===== config.mk =====
export PLATFORM = sky130hd
export DESIGN_NAME = bcd_divisibility_ctrl_flat
export DESIGN_NICKNAME = d
export VERILOG_FILES = /design/src/rtl/bcd_divisibility_ctrl_if.sv /design/src/rtl/bcd_divisibility_ctrl.sv /design/src/flat_wrapper.sv
export SDC_FILE = /design/constraint.sdc
export NUM_CORES = 1
export LEC_CHECK = 0
export ABC_AREA = 1
export CORE_MARGIN = 1.5
export CORE_UTILIZATION = 54
export CTS_CLUSTER_DIAMETER = 50
export DETAILED_ROUTE_END_ITERATION = 10
export GPL_TIMING_DRIVEN = 0
export PLACE_DENSITY_LB_ADDON = 0.15
export SETUP_SLACK_MARGIN = 0.02
export SLEW_MARGIN = 15
export SYNTH_ARGS = -nofsm -noshare
export SYNTH_HDL_FRONTEND = slang
export SYNTH_SLANG_ARGS = --single-unit

===== constraint.sdc =====
create_clock -name clk -period 3.4 [get_ports clk]
set_clock_uncertainty 0.1 [all_clocks]
set_input_delay 0.51 -clock clk [delete_from_list [all_inputs] [get_ports clk]]
set_output_delay 0.51 -clock clk [all_outputs]
set_load 0.02 [all_outputs]

===== src/rtl/bcd_divisibility_ctrl_if.sv =====
`default_nettype none
// ============================================================================
// Module   : bcd_divisibility_ctrl_if
// Purpose  : Input-word and result handshake bundle for bcd_divisibility_ctrl.
//            The slave modport is the checker's view; master is the producer
//            and consumer side.
// Revision : 1.0 - initial release
// ============================================================================
interface bcd_divisibility_ctrl_if #(
  parameter int NDIG = 4
);
  logic              in_valid;
  logic              in_ready;
  logic [4*NDIG-1:0] in_data;
  logic              out_valid;
  logic              out_ready;
  logic              div3;
  logic              div11;
  logic [1:0]        rem3;
  logic [3:0]        rem11;
  logic              err;

  modport slave (
    input  in_valid, in_data, out_ready,
    output in_ready, out_valid, div3, div11, rem3, rem11, err
  );

  modport master (
    output in_valid, in_data, out_ready,
    input  in_ready, out_valid, div3, div11, rem3, rem11, err
  );
endinterface
`default_nettype wire


===== src/rtl/bcd_divisibility_ctrl.sv =====
`default_nettype none
// ============================================================================
// Module   : bcd_divisibility_ctrl
// Purpose  : Sequential divisibility-by-3 and -by-11 checker for packed BCD
//            words. One digit per clock, MSD first, using running residues
//            (10 = 1 mod 3, 10 = -1 mod 11). Flags non-BCD digits.
// Revision : 1.0 - initial release
// ============================================================================
module bcd_divisibility_ctrl #(
  parameter int NDIG = 4
) (
  input  logic                    clk,
  input  logic                    rst_n,
  bcd_divisibility_ctrl_if.slave  bus
);
  localparam int W  = 4 * NDIG;
  localparam int CW = (NDIG > 1) ? $clog2(NDIG) : 1;
  localparam logic [CW-1:0] C_LAST_CNT = CW'(NDIG - 1);

  typedef enum logic [1:0] {
    IDLE = 2'd0,
    RUN  = 2'd1,
    DONE = 2'd2
  } state_t;

  state_t         state_q, state_d;
  logic [W-1:0]   sreg_q, sreg_d;
  logic [CW-1:0]  cnt_q, cnt_d;
  logic [1:0]     r3_q, r3_d;
  logic [3:0]     r11_q, r11_d;
  logic           acc_err_q, acc_err_d;
  logic [1:0]     rem3_q, rem3_d;
  logic [3:0]     rem11_q, rem11_d;
  logic           err_q, err_d;
  logic           div3_q, div3_d;
  logic           div11_q, div11_d;

  logic [3:0]     w_dig;
  logic [4:0]     w_sum3;
  logic [4:0]     w_mod3;
  logic [5:0]     w_diff;
  logic [5:0]     w_adj;
  logic [1:0]     w_r3_next;
  logic [3:0]     w_r11_next;
  logic           w_bad_dig;

  assign w_dig = sreg_q[W-1 -: 4];

  // Residue step for the digit at the top of the shift register; invalid
  // digits are reduced as plain 4-bit values so residues stay in range.
  always_comb begin
    w_sum3 = {3'b000, r3_q} + {1'b0, w_dig};
    w_mod3 = w_sum3 % 5'd3;
    w_diff = {2'b00, w_dig} - {2'b00, r11_q};
    if (w_diff[5]) begin
      w_adj = w_diff + 6'd11;
    end else if (w_diff >= 6'd11) begin
      w_adj = w_diff - 6'd11;
    end else begin
      w_adj = w_diff;
    end
    w_r3_next  = w_mod3[1:0];
    w_r11_next = w_adj[3:0];
    w_bad_dig  = (w_dig > 4'd9);
  end

  // Next-state and datapath update; everything holds by default.
  always_comb begin
    state_d   = state_q;
    sreg_d    = sreg_q;
    cnt_d     = cnt_q;
    r3_d      = r3_q;
    r11_d     = r11_q;
    acc_err_d = acc_err_q;
    rem3_d    = rem3_q;
    rem11_d   = rem11_q;
    err_d     = err_q;
    div3_d    = div3_q;
    div11_d   = div11_q;
    case (state_q)
      IDLE: begin
        if (bus.in_valid) begin
          sreg_d    = bus.in_data;
          r3_d      = 2'd0;
          r11_d     = 4'd0;
          acc_err_d = 1'b0;
          cnt_d     = '0;
          state_d   = RUN;
        end
      end
      RUN: begin
        sreg_d    = sreg_q << 4;
        r3_d      = w_r3_next;
        r11_d     = w_r11_next;
        acc_err_d = acc_err_q | w_bad_dig;
        cnt_d     = cnt_q + 1'b1;
        if (cnt_q == C_LAST_CNT) begin
          cnt_d   = '0;
          state_d = DONE;
          rem3_d  = w_r3_next;
          rem11_d = w_r11_next;
          err_d   = acc_err_d;
          div3_d  = (w_r3_next == 2'd0) & ~acc_err_d;
          div11_d = (w_r11_next == 4'd0) & ~acc_err_d;
        end
      end
      DONE: begin
        if (bus.out_ready) begin
          state_d = IDLE;
        end
      end
      default: state_d = IDLE;
    endcase
  end

  // State and datapath registers; reset aborts any word in flight.
  always_ff @(posedge clk or negedge rst_n) begin
    if (!rst_n) begin
      state_q   <= IDLE;
      sreg_q    <= '0;
      cnt_q     <= '0;
      r3_q      <= 2'd0;
      r11_q     <= 4'd0;
      acc_err_q <= 1'b0;
      rem3_q    <= 2'd0;
      rem11_q   <= 4'd0;
      err_q     <= 1'b0;
      div3_q    <= 1'b0;
      div11_q   <= 1'b0;
    end else begin
      state_q   <= state_d;
      sreg_q    <= sreg_d;
      cnt_q     <= cnt_d;
      r3_q      <= r3_d;
      r11_q     <= r11_d;
      acc_err_q <= acc_err_d;
      rem3_q    <= rem3_d;
      rem11_q   <= rem11_d;
      err_q     <= err_d;
      div3_q    <= div3_d;
      div11_q   <= div11_d;
    end
  end

  assign bus.in_ready  = (state_q == IDLE);
  assign bus.out_valid = (state_q == DONE);
  assign bus.rem3      = rem3_q;
  assign bus.rem11     = rem11_q;
  assign bus.err       = err_q;
  assign bus.div3      = div3_q;
  assign bus.div11     = div11_q;

endmodule
`default_nettype wire


===== src/flat_wrapper.sv =====
// flat-port wrapper written by rule: the top's interface ports become plain ports
module bcd_divisibility_ctrl_flat 
#(
  parameter int NDIG = 4
)
  (clk, rst_n, bus_in_valid, bus_in_data, bus_out_ready, bus_in_ready, bus_out_valid, bus_div3, bus_div11, bus_rem3, bus_rem11, bus_err);
  bcd_divisibility_ctrl_if #(.NDIG(NDIG)) bus_i ();
  input  logic clk;
  input  logic rst_n;
  input wire logic [$bits(bus_i.in_valid)-1:0] bus_in_valid;
  input wire logic [$bits(bus_i.in_data)-1:0] bus_in_data;
  input wire logic [$bits(bus_i.out_ready)-1:0] bus_out_ready;
  output wire logic [$bits(bus_i.in_ready)-1:0] bus_in_ready;
  output wire logic [$bits(bus_i.out_valid)-1:0] bus_out_valid;
  output wire logic [$bits(bus_i.div3)-1:0] bus_div3;
  output wire logic [$bits(bus_i.div11)-1:0] bus_div11;
  output wire logic [$bits(bus_i.rem3)-1:0] bus_rem3;
  output wire logic [$bits(bus_i.rem11)-1:0] bus_rem11;
  output wire logic [$bits(bus_i.err)-1:0] bus_err;
  assign bus_i.in_valid = bus_in_valid;
  assign bus_i.in_data = bus_in_data;
  assign bus_i.out_ready = bus_out_ready;
  assign bus_in_ready = bus_i.in_ready;
  assign bus_out_valid = bus_i.out_valid;
  assign bus_div3 = bus_i.div3;
  assign bus_div11 = bus_i.div11;
  assign bus_rem3 = bus_i.rem3;
  assign bus_rem11 = bus_i.rem11;
  assign bus_err = bus_i.err;
  bcd_divisibility_ctrl #(.NDIG(NDIG)) u_core (.clk(clk), .rst_n(rst_n), .bus(bus_i));
endmodule

======== Word level (Yosys, flattened, before mapping) ========
Index checks and enable logic that the tools add are counted.
operators by class
  add/subtract/negate cells ............... 5
  divide/modulo/power cells ............... 1
  $lt $le $gt $ge ......................... 2
  equality and inequality tests ........... 6
  muxes and demuxes ....................... 16
  bitwise operators ....................... 4
  reductions and logical operators ........ 7
operators by type and width
  operator                                              count
  case mux 16 bit (2 select lines)                      1
  2-to-1 mux 16 bit                                     1
  2-to-1 mux 4 bit                                      3
  2-to-1 mux 2 bit                                      5
  case mux 2 bit (2 select lines)                       2
  case mux 4 bit (2 select lines)                       1
  >= comparator 6 x 4 -> 1 bit, second input constant   1
  case mux 2 bit (3 select lines)                       1
  adder 2 x 4 -> 5 bit                                  1
  remainder unit 5 x 2 -> 5 bit, second input constant  1
  subtractor 4 x 4 -> 5 bit                             1
  adder 4 bit, second input constant                    1
  == test 2 bit, second input constant                  2
  greater-than comparator 4 bit, second input constant  1
  zero test 2 bit                                       2
  zero test 4 bit                                       1
  != test 2 bit, second input constant                  2
  AND reduction 2 bit                                   2
  subtractor 4 bit, second input constant               1
  AND reduction 3 bit                                   1
  adder 2 x 1 -> 2 bit, second input constant           1
  bitwise AND 1 bit                                     2
  == test 2 x 1 -> 1 bit, second input constant         1
  != test 2 x 1 -> 1 bit, second input constant         1
  other kinds (5)                                       5
storage, ports and cells
  register bits after elaboration ......... 36
  input bits .............................. 20
  logic and storage cells ................. 52

======== Longest topological paths before layout ========
  word-level depth ........................ 6
  mapped depth ............................ 18

======== Worst setup path after synthesis ========
No wires, ideal clock.
  path kind ............................... reg2reg
  start ................................... register u_core.r3_q[0]
  end ..................................... register u_core.div3_q (netlist: u_core.bus.div3)
  setup time .............................. 0.117 ns
  arrival time ............................ 2.171 ns
  required time ........................... 3.183 ns
  path slack .............................. 1.012 ns
  stages on the path, launching flop included .. 16
  buffers on the path ..................... 0
  period minus slack after synthesis ...... 2.388 ns
  path through ............................ dfrtp_1 ha_1 fa_1 nor2_1 nor2_1 o21ai_2 inv_1 ha_1 inv_1 nand3_2 nand2_2 nand3_2 nand2_1 nand2_2 nand3_1 nand2_1
between the ends
  longest elaborated chain between the ends .. 4
RTL lines
  element                        line                          RTL
  start: declaration             bcd_divisibility_ctrl.sv:29   logic [1:0] r3_q, r3_d;
  start signal: assignment       bcd_divisibility_ctrl.sv:134  r3_q <= r3_d;
  adder 2 x 4 -> 5 bit           bcd_divisibility_ctrl.sv:52   w_sum3 = {3'b000, r3_q} + {1'b0, w_dig};
  remainder unit 5 x 2 -> 5 bit  bcd_divisibility_ctrl.sv:53   w_mod3 = w_sum3 % 5'd3;
  zero test 2 bit                bcd_divisibility_ctrl.sv:103  div3_d = (w_r3_next == 2'd0) & ~acc_err_d;
  bitwise AND 1 bit              bcd_divisibility_ctrl.sv:103
  end signal: assignment         bcd_divisibility_ctrl.sv:140  div3_q <= div3_d;
  end: declaration               bcd_divisibility_ctrl.sv:35   logic div3_q, div3_d;
No other way between the ends.
A chain may end at the register's enable or synchronous reset.

======== Worst setup path after layout ========
Ends and elaborated chain as after synthesis.

==> results.cfg <==
[outcome]
status = finished with violations
violations = hold timing

[synth]
yosys_warnings = 0
ys_ff_latch = 36
yosysSeqAreaShare_pct = 43.5
synth_edf_count = 0
synthArstFlopShare_pct = 100
syn-num-nets = 288
synthCells = 255
ys.flop_type = dfrtp_1
ys_top_cells_by_area = dfrtp_1, nand2_1, inv_1
yosysTopAreaCell = dfrtp_1
synth_cell_types = 30
syn-cell-area_sq_um = 2070
syn_area_per_cell_sq_um = 8.13
synth_top_area_share_pct = 43.5

[drt]
antenna_left = 0
wl_per_cell_microns = 12.1
drc_errors = 0
drt_pass1_iterations = 4
vias = 1733
drt-initial-drc-count = 71
wirelength_microns = 4140
vias_per_cell = 5.08

[floorplan]
core-area_sq_um = 3660
std_cell_rows = 22
die-area_sq_um = 4220
io_pins = 31
start_util_pct = 56.6
fp.dieW_microns = 64.9
fp.dieH_microns = 64.9

[clock_tree]
cts_setup_buffers = 0
insertion_delay_ps = 280
cts_max_path_buffers = 2
h-tree-depth = 2
postCtsHoldBufs = 0
cts-root-buf = clkbuf_8
cts_made_buffers = 5
clkTransAtPathRegs_ps = 70
cts_resized = 0
cts_tree = yes
cts_sinks = 36

[critical_path]
setup.worst_path.start = u_core.r3_q[0]
reg2reg_from = u_core.r3_q[0]
setup.worst_path.class = flip-flop to flip-flop
end_kind = flip-flop
startpoint_type = flip-flop
crit_arrival_ps = 2680
cp.required_ps = 3470
crit_fanout = 3

[place]
placed_cell_area_sq_um = 2450
dpl.hpwl_microns = 3180
port_buffers = 30
gp_congestion = 0.827
dp_worst_setup_slack_ps = 805

[sta]
final_max_slew_viol_count = 0
timing.fmax_mhz = 383
setup_violations = 0
fin_hold_ws_ps = -2.19
period_needed_ps = 2610
period_share_pct = 76.8
maxSlewHeadroom_pct = 67.0
rsz0062_at_grt = false
hold_viol = 2
fin_ws_ps = 790
setup_tns_ps = 0
tightest_slew_ps = 496

[global_routing]
grt_pass1_wl_microns = 7330
grt_util_met2_pct = 38.3
grt.total_usage_pct = 22.8
grt-busiest-layer = met2
gr-total-overflow = 0
grt_pass1_vias = 1637
met3_usage_pct = 4.51
antenna_found_initial = 0
grt.met1_usage_pct = 29.2
grt_max_degree = 26

[finish]
drive_gt1_share_pct = 12.6
design_area_sq_um = 2540
finalNetCount = 326
syn2layout_area_growth_pct = 22.8
diodes = 0
fillCellCount = 313

[min_path]
hold_path_class = primary input to asynchronous set/reset pin

[job]
max_cap_viol_count = 0
[cells by family (layout without fill, tap and decap cells)]
kind of cell / count (synthesis) / in the layout / synth area share [%]
AO/OA/AOI/OAI: 51 / 51 / 14.2
AND/OR/NAND/NOR: 103 / 103 / 23.1
flip-flops: 36 / 36 / 43.5
buffers and inverters: 49 / 87 / 9.00
adder cells (fa/ha/maj): 13 / 13 / 8.57
XOR/XNOR: 3 / 3 / 1.63
[worst max-delay path: stages, from the launching register on]
cell and delay [ps]:
dfrtp_1 380, ha_1 240, fa_1 430, nor2_1 160
nor2_1 80, o21ai_2 180, inv_1 60, ha_1 190
inv_1 50, nand2_1 40, nand2_1 70, nand3_2 60
nand2_2 80, nand3_2 80, nand2_1 80, nand2_2 70
nand3_1 90, nand2_1 50
[Yosys cell counts (2+ instances only)]
master	number
nand2_1	57
inv_1	38
dfrtp_1	36
o21ai_0	23
nand3_1	16
ha_1	11
nand2_2	10
nor2_1	10
o21ai_1	8
o211ai_1	6
inv_2	5
a21oi_1	4
clkbuf_1	4
o22ai_1	4
nand3_2	3
nor2_2	3
buf_2	2
fa_1	2
nor2_4	2
[final timing paths]
path / to / slack [ps] / depth (start not counted)
max: u_core.bus.div3 / 790 / 17
min: u_core.r3_q[1] / -2 / 1
max reg2reg: u_core.bus.div3 / 790 / 17
min reg2reg: u_core.bus.rem11[1] / 390 / 2
max in group asynchronous: u_core.state_q[1] / 2780 / 2
min in group clk: u_core.bus.rem11[1] / 390 / 2
[metrics by stage]
step | std cells | hold slack, ps | util, %
after global placement | 333 | 364 | 66.4
after detailed placement | 334 | 311 | 66.8
after CTS | 341 | 2.05 | 69.5
final | 341 | -2.19 | 69.5
after global routing | 341 | 17.4 | 69.5
after floorplan | 255 | 114 | -
[cell type report]
cell class | instances | area (sq um) | share of cell area, %
multi-input cells | 170 | 985 | 38.7
clock buffers | 7 | 96.3 | 3.79
flip-flops and latches | 36 | 901 | 35.4
plain buffers | 6 | 25.0 | 0.984
well taps | 48 | 60.1 | 2.36
inverters | 43 | 161 | 6.35
repair buffers | 31 | 315 | 12.4
[layer usage]
layer | vias to the layer above | wire, microns
met3 | 10 | 147
li1 | 891 | -
met1 | 795 | 1920
met2 | 37 | 1970
met4 | 0 | 92
met5 | - | 0
[cell usage in the layout (no fill, tap or decap), types with 4 or more instances in the layout]
cell / count
a21oi_1: 4
clkbuf_1: 4
clkbuf_8: 7
clkdlybuf4s50_1: 29
dfrtp_1: 36
ha_1: 11
inv_1: 38
inv_2: 5
nand2_1: 57
nand2_2: 10
nand3_1: 16
nor2_1: 10
o211ai_1: 6
o21ai_0: 23
o21ai_1: 8
o22ai_1: 4
[registers in the layout (all words and copies together), names as in the netlist]
name              cells
u_core.sreg_q        16
u_core.bus.rem11      4
u_core.r11_q          4
u_core.bus.rem3       2
u_core.cnt_q          2
u_core.r3_q           2
u_core.state_q        2
u_core.acc_err_q      1
u_core.bus.div11      1
u_core.bus.div3       1
u_core.bus.err        1
Power is left out: the tool's default activity adds up to more than one toggle a clock period on the data nets, which glitch-free logic cannot reach.
